`src/rtl/alu_issue_queue.sv`:
```
// rtl/alu_issue_queue.sv - command FIFO and issue stage feeding a combinational ALU
//
// Commands arrive on cmd_valid/cmd_ready with operands cmd_a, cmd_b and opcode
// cmd_op, and wait in a DEPTH-entry FIFO. The issue FSM drives one command at a
// time onto alu_a/alu_b/alu_op, captures alu_r a cycle later and presents it on
// res_valid/res_ready as res_data/res_op. count is the FIFO occupancy and does
// not include the command currently on the ALU or waiting in the result stage.
// clk/rst_n: rising-edge clock, asynchronous active-low reset.
// Optional: define ALU_FLAGS_EN to add res_zero/res_neg, registered with res_data.
module alu_issue_queue #(
    parameter int DEPTH = 4,
    parameter int DW    = 4,
    parameter int OPW   = 4,
    parameter int RW    = 8
) (
    input  logic                   clk,
    input  logic                   rst_n,
    input  logic                   cmd_valid,
    output logic                   cmd_ready,
    input  logic [DW-1:0]          cmd_a,
    input  logic [DW-1:0]          cmd_b,
    input  logic [OPW-1:0]         cmd_op,
    output logic [DW-1:0]          alu_a,
    output logic [DW-1:0]          alu_b,
    output logic [OPW-1:0]         alu_op,
    input  logic [RW-1:0]          alu_r,
    output logic                   res_valid,
    input  logic                   res_ready,
    output logic [RW-1:0]          res_data,
    output logic [OPW-1:0]         res_op,
`ifdef ALU_FLAGS_EN
    output logic                   res_zero,
    output logic                   res_neg,
`endif
    output logic [$clog2(DEPTH):0] count
);

    localparam int AW = $clog2(DEPTH);
    localparam int CW = AW + 1;
    localparam int EW = 2 * DW + OPW;
    localparam logic [AW:0] FULL_COUNT = CW'(DEPTH);

    typedef enum logic [1:0] {
        IDLE,
        DRIVE,
        HOLD
    } state_t;

    state_t state;
    state_t state_next;

    logic [EW-1:0]  mem [DEPTH];
    logic [AW-1:0]  wr_ptr;
    logic [AW-1:0]  rd_ptr;
    logic [DW-1:0]  head_a;
    logic [DW-1:0]  head_b;
    logic [OPW-1:0] head_op;
    logic           push;
    logic           pop;
    logic           capture;
    logic           release_res;

    // Ready depends only on registered occupancy; a full queue never accepts,
    // even if the issue stage pops on the same edge.
    assign cmd_ready = (count != FULL_COUNT);
    assign push      = cmd_valid && cmd_ready;

    assign {head_a, head_b, head_op} = mem[rd_ptr];

    always_ff @(posedge clk) begin
        if (push) begin
            mem[wr_ptr] <= {cmd_a, cmd_b, cmd_op};
        end
    end

    always_ff @(posedge clk or negedge rst_n) begin
        if (!rst_n) begin
            wr_ptr <= '0;
            rd_ptr <= '0;
            count  <= '0;
        end else begin
            if (push) begin
                wr_ptr <= wr_ptr + AW'(1);
            end
            if (pop) begin
                rd_ptr <= rd_ptr + AW'(1);
            end
            if (push && !pop) begin
                count <= count + CW'(1);
            end else if (pop && !push) begin
                count <= count - CW'(1);
            end
        end
    end

    always_ff @(posedge clk or negedge rst_n) begin
        if (!rst_n) begin
            state <= IDLE;
        end else begin
            state <= state_next;
        end
    end

    always_comb begin
        state_next  = state;
        pop         = 1'b0;
        capture     = 1'b0;
        release_res = 1'b0;
        case (state)
            IDLE: begin
                if (count != '0) begin
                    pop        = 1'b1;
                    state_next = DRIVE;
                end
            end
            DRIVE: begin
                // The ALU has had a full cycle to settle on the loaded operands.
                capture    = 1'b1;
                state_next = HOLD;
            end
            HOLD: begin
                if (res_ready) begin
                    release_res = 1'b1;
                    // Back-to-back issue: reload straight from the queue.
                    if (count != '0) begin
                        pop        = 1'b1;
                        state_next = DRIVE;
                    end else begin
                        state_next = IDLE;
                    end
                end
            end
            default: begin
                state_next = IDLE;
            end
        endcase
    end

    // ALU operands hold their last loaded value; only a pop changes them.
    always_ff @(posedge clk or negedge rst_n) begin
        if (!rst_n) begin
            alu_a  <= '0;
            alu_b  <= '0;
            alu_op <= '0;
        end else if (pop) begin
            alu_a  <= head_a;
            alu_b  <= head_b;
            alu_op <= head_op;
        end
    end

    always_ff @(posedge clk or negedge rst_n) begin
        if (!rst_n) begin
            res_valid <= 1'b0;
            res_data  <= '0;
            res_op    <= '0;
`ifdef ALU_FLAGS_EN
            res_zero  <= 1'b0;
            res_neg   <= 1'b0;
`endif
        end else begin
            if (capture) begin
                res_valid <= 1'b1;
                res_data  <= alu_r;
                res_op    <= alu_op;
`ifdef ALU_FLAGS_EN
                res_zero  <= (alu_r == '0);
                res_neg   <= alu_r[RW-1];
`endif
            end else if (release_res) begin
                res_valid <= 1'b0;
            end
        end
    end

endmodule

```
`config.mk`:
```
export PLATFORM = sky130hd
export DESIGN_NAME = alu_issue_queue
export DESIGN_NICKNAME = d
export VERILOG_FILES = /design/src/rtl/alu_issue_queue.sv
export SDC_FILE = /design/constraint.sdc
export NUM_CORES = 1
export LEC_CHECK = 0
export BUFFER_PORTS_ARGS = -buffer_cell sky130_fd_sc_hd__buf_4
export CAP_MARGIN = 25
export CORE_MARGIN = 3
export CORE_UTILIZATION = 55
export CTS_CLUSTER_DIAMETER = 200
export DETAILED_ROUTE_END_ITERATION = 7
export PLACE_DENSITY = 0.89
export RECOVER_POWER = 25
export SKIP_LAST_GASP = 1
export SLEW_MARGIN = 20
export SYNTH_ARGS = -nofsm -noshare
export SYNTH_HDL_FRONTEND = slang
export SYNTH_SLANG_ARGS = --single-unit
```
`constraint.sdc`:
```
create_clock -name clk -period 2.88 [get_ports clk]
set_clock_uncertainty 0.05 [all_clocks]
set_input_delay 0.432 -clock clk [delete_from_list [all_inputs] [get_ports clk]]
set_output_delay 0.432 -clock clk [all_outputs]
set_load 0.02 [all_outputs]
```
==> Word level (Yosys, flattened, before mapping) <==
Memory sizes are Yosys's and may differ from the RTL's. A register that Yosys moved wholly into a read port is not among the register bits.
Index checks and enable logic that the tools add are counted.
{ "word_totals": {"n_memories": 1, "ff_bits": 22, "inputBits": 24, "ram_bits": 48, "out_inout_bits": 29} }
{ "classes": {"reduce_logical": 11, "addsub": 4, "n_eq_ne": 5, "muxes": 16} }
{ "mem_list": {"columns": ["name", "depth", "word_bits", "rd", "rd_clocked_by_memory_dff", "wr", "line", "source"], "rows": [
  ["mem", 4, 12, 1, 1, 1, "52", "logic [EW-1:0] mem [DEPTH];"]
]} }
{ "op_table": {"columns": ["cell", "n"], "rows": [
  ["1-bit two-way mux", 10],
  ["3-bit two-way mux", 2],
  ["2-bit one-hot mux with 3 select lines", 1],
  ["2-bit by 1-bit adder with 2-bit output (second input constant)", 2],
  ["2-bit two-way mux", 2],
  ["2-bit != test (second input constant)", 2],
  ["2-bit nonzero test", 2],
  ["3-bit by 1-bit adder with 3-bit output (second input constant)", 1],
  ["1-bit logical AND", 3],
  ["1-bit zero test", 3],
  ["3-bit != test (second input constant)", 1],
  ["3-bit nonzero test", 1],
  ["3-bit by 1-bit subtractor with 3-bit output (second input constant)", 1],
  ["2-bit by 1-bit equality test with 1-bit output (second input constant)", 1],
  ["2-bit equality test (second input constant)", 1],
  ["2-bit zero test", 1],
  ["1-bit one-hot mux with 2 select lines", 1],
  ["2-bit AND reduction", 1]
]} }

==> Longest topological paths before layout <==
{ "depth": {"ltp_word": 7, "mapped_depth": 10, "ltp_nobuf": 9} }

==> Worst setup path after synthesis <==
OpenSTA, ideal clock, no wires.
{ "synth_path": {"kind": "register to register", "from": "reg count[0]", "to": "reg count[1]", "t_arrival_ns": 2.073, "required_time_ns": 2.705, "path_stages_with_launch": 9, "path_buffers": 1, "path_slack_ns": 0.633, "cell_sequence": "dfrtp_1 -> nor3_2 -> nor3_4 -> buf_6 -> inv_1 -> ha_1 -> inv_1 -> fa_1 -> mux2_2"} }
{ "synth_via": {"elab_chain_len": 7, "elab_cells_between_ends": 15} }
{ "synth_rtl": {"columns": ["item", "line", "source"], "rows": [
  ["start, declared", "35", "output logic [$clog2(DEPTH):0] count"],
  ["start signal, assigned", "89", "count <= count + CW'(1);"],
  ["start signal, assigned", "91", "count <= count - CW'(1);"],
  ["3-bit nonzero test", "111, 125", null],
  ["1-bit two-way mux", "111, 125", null],
  ["1-bit two-way mux", "122", "if (res_ready) begin"],
  ["1-bit one-hot mux with 2 select lines", "109", "case (state)"],
  ["1-bit zero test", "88", "if (push && !pop) begin"],
  ["1-bit logical AND", "88", null],
  ["3-bit two-way mux / 2-bit nonzero test (equally long branches)", null, null]
]} }
Several ways; a longest one is shown, not always the timed one. The select of a mux whose other input is x is not followed.
A chain may end at the register's enable or synchronous reset.

==> Worst setup path in the final report <==
Ends and elaborated chain as after synthesis.

==> reports/qor.tcl <==
set qor(power.switching_uw) 1470
set qor(first_pass_grt_wire_length_um) 8650
set qor(fin_crit_sh_pct) 87.4
set qor(grt_pass1_vias) 1739
set qor(initial_antenna_violation_count) 0
set qor(final-hold-violation-count) 0
set qor(tritoncts.num_buffers) 9
set qor(die_height_um) 82.6
set qor(route.antenna.remaining_nets) 0
set qor(postSynthCellCount) 160
set qor(vdd_ir_drop_max_mv) 0.630
set qor(worst_setup_path_start_kind) {flop}
set qor(area_delta_synth_final_pct) 18.6
set qor(worst_skew_pair.late_latency_ns) 0.35
set qor(postSynthNetCount) 190
set qor(grt_max_degree) 35
set qor(power.sequential.fraction_pct) 43.3
set qor(startpoint) {count[0]}
set qor(fp.dieArea_um2) 6820
set qor(hp-start) {alu_r[0]}
set qor(maxSlewHeadroom_pct) 43.6
set qor(place.port_buffers) 52
set qor(postCtsSetupRepairBufs) 0
set qor(clockRootBuffer) {sky130_fd_sc_hd__clkbuf_8}
set qor(synth_area_per_cell_um2) 20.2
set qor(syn_area_um2) 3230
set qor(max_clock_freq_ghz) 0.397
set qor(final_antenna_diode_count) 0
set qor(dr.first_iter.drc_count) 79
set qor(setup_ws_ns) 0.362
set qor(drtPass1Iterations) 4
set qor(wl_per_cell_um) 18.1
set qor(routed_wl_um) 5410
set qor(power_density_nw_per_um2) 1170
set qor(track_usage_pct) 18.3
set qor(count_of_clock_tree_sinks) 82
set qor(max_slew.worst_pin.slew_ns) 0.843
set qor(setup.worst_path.class) {reg -> reg}
set qor(postCtsHoldBufs) 1
set qor(preCtsSetupSlack_ns) 0.337
set qor(finish.net_count) 251
set qor(relative_contribution_of_combinational_cells_to_total_power_pct) 39.1
set qor(n_fill_cell) 385
set qor(drv_cap) 0
set qor(switching_part_of_the_total_pct) 32.9
set qor(hold_class) {in -> reg}
set qor(post-dp-hpwl_um) 3650
set qor(postSynthRegisterBits) 82
set qor(yosysSeqAreaShare_pct) 71.1
set qor(cellInternalPower_uw) 3000
set qor(total_grt_overflow) 0
set qor(initial_core_util_pct) 57.5
set qor(final_max_slew_viol_count) 0
set qor(outcome) {completed}
set qor(route.detailed.drc) 0
set qor(ctsLongestPathBuffers) 2
set qor(routed-via-count) 1596
set qor(power.static_leakage_uw) 0.00153
set qor(finalCriticalPeriod_ns) 2.52
set qor(final_layout_size_suffix_gt1_share_pct) 41.2
set qor(fp.dieW_um) 82.6
set qor(final_core_util_pct) 68.2
set qor(vias_per_cell) 5.36
set qor(mostFrequentLayoutCell) {sky130_fd_sc_hd__edfxtp_1}
set qor(core.rowCount) 27
set qor(finalWeightedCongestion) 0.657
set qor(required_ns) 3.06
set qor(critPathCaptureType) {flop}
set qor(cts.clk_slew.worst_paths_ns) 0.08
set qor(p_total_uw) 4470
set qor(synth.yosys.warnings) 0
set qor(io_pins) 53
set qor(cts_tree) {built}
set qor(core_region_area_um2) 5610
set qor(post_synth_num_cell_types) 25
set qor(rsz0062_at_grt) {no}
set qor(setup_viol_count_final) 0
set qor(finalSetupTns_ns) 0
set qor(post_cts_resize_count) 0
set qor(most_frequent_cells_in_the_layout) {sky130_fd_sc_hd__edfxtp_1, sky130_fd_sc_hd__buf_4, sky130_fd_sc_hd__dfrtp_1}
set qor(data_arrival_time_of_the_worst_path_ns) 2.70
set qor(clock_tree.htree_level_count) 3
set qor(crit-reg2reg-launch) {count[0]}
set qor(pwr-share-clk_pct) 17.7
set qor(crit_fanout) 15
set qor(setup.reg_to_reg.worst_slack_ns) 0.36
[per-layer routing]
layer / track usage [%] / wire length, um / vias to the layer above
met5: 0 / 0 / -
met4: 5.88 / 62 / 0
met3: 7.27 / 310 / 7
met2: 31.3 / 2760 / 53
met1: 21.3 / 2280 / 815
li1: - / - / 721
[path summary, 6_finish.rpt]
path                                    end  cells after the start
worst min register to register    res_valid                      1
max in group asynchronous          alu_a[3]                      2
worst max register to register     count[1]                      7
min in group asynchronous          alu_b[3]                      2
worst min-delay path            res_data[0]                      2
worst max-delay path               count[1]                      7
[cell type report]
type / count / area, um2 / share of cell area, %
multi-input combinational: 67 / 857 / 22.4
timing repair buffer: 55 / 370 / 9.68
tap: 72 / 90.1 / 2.35
inverter: 6 / 22.5 / 0.589
clock inverter: 2 / 10.0 / 0.262
clock buffer: 14 / 184 / 4.81
sequential: 82 / 2290 / 59.9
[cells in the mapped netlist]
master / n / area, um2
sky130_fd_sc_hd__a21boi_2: 1 / 11.3
sky130_fd_sc_hd__a21o_1: 1 / 7.51
sky130_fd_sc_hd__a21oi_1: 2 / 10.0
sky130_fd_sc_hd__and2_1: 4 / 25.0
sky130_fd_sc_hd__buf_1: 1 / 3.75
sky130_fd_sc_hd__buf_12: 1 / 20.0
sky130_fd_sc_hd__buf_4: 1 / 7.51
sky130_fd_sc_hd__buf_6: 2 / 22.5
sky130_fd_sc_hd__dfrtp_1: 34 / 851
sky130_fd_sc_hd__edfxtp_1: 48 / 1440
sky130_fd_sc_hd__fa_1: 1 / 20.0
sky130_fd_sc_hd__ha_1: 5 / 62.6
sky130_fd_sc_hd__inv_1: 6 / 22.5
sky130_fd_sc_hd__mux2_2: 18 / 203
sky130_fd_sc_hd__mux2_4: 8 / 120
sky130_fd_sc_hd__mux4_1: 4 / 105
sky130_fd_sc_hd__mux4_2: 8 / 180
sky130_fd_sc_hd__nand2_1: 2 / 7.51
sky130_fd_sc_hd__nor2_1: 3 / 11.3
sky130_fd_sc_hd__nor2b_1: 1 / 6.26
sky130_fd_sc_hd__nor3_2: 1 / 10.0
sky130_fd_sc_hd__nor3_4: 1 / 16.3
sky130_fd_sc_hd__nor4b_1: 1 / 8.76
sky130_fd_sc_hd__xnor2_1: 2 / 17.5
sky130_fd_sc_hd__xor2_1: 4 / 35.0
[sequential cells by signal, summed over array words and instances, names as in the netlist]
name / count
res_valid: 1
state: 2
alu_a: 4
alu_b: 4
mem: 48
count: 3
rd_ptr: 2
res_data: 8
alu_op: 4
wr_ptr: 2
res_op: 4
[logic make-up (layout without fill, tap and decap cells)]
family | after synthesis | after routing | share of synthesized area (%)
AND/OR/NAND/NOR | 13 | 13 | 2.64
AO/OA/AOI/OAI | 4 | 4 | 0.892
adder cells (fa/ha/maj) | 6 | 6 | 2.56
XOR/XNOR | 6 | 6 | 1.63
flip-flops | 82 | 82 | 71.1
multiplexers | 38 | 38 | 18.9
buffers and inverters | 11 | 77 | 2.37
[power by group through the flow]
stage          registers (uW)  clock network, uW  logic (uW)
6_report                 1930                789        1740
5_1_grt                  1990                866        1900
4_1_cts                  1940                814        1790
3_5_place_dp             1960                  0        1780
3_3_place_gp             1940                  0        1710
2_1_floorplan            2110                  0        1060
[worst max-delay path, stage by stage (launching register included)]
cell and delay (ns):
sky130_fd_sc_hd__dfrtp_1 0.47, sky130_fd_sc_hd__nor3_2 0.10, sky130_fd_sc_hd__nor3_4 0.70, sky130_fd_sc_hd__inv_1 0.11
sky130_fd_sc_hd__ha_1 0.24, sky130_fd_sc_hd__inv_1 0.07, sky130_fd_sc_hd__fa_1 0.40, sky130_fd_sc_hd__mux2_2 0.27
[through the flow]
stage          cell area [um2]  instances  hold slack, ns
6_report                  3830        298           0.269
5_1_grt                   3830        298           0.246
4_1_cts                   3870        298           0.215
3_5_place_dp              3670        281           0.353
3_3_place_gp              3670        281           0.347
2_1_floorplan             3230        160          0.0864
(Power assumes the default switching activity.)
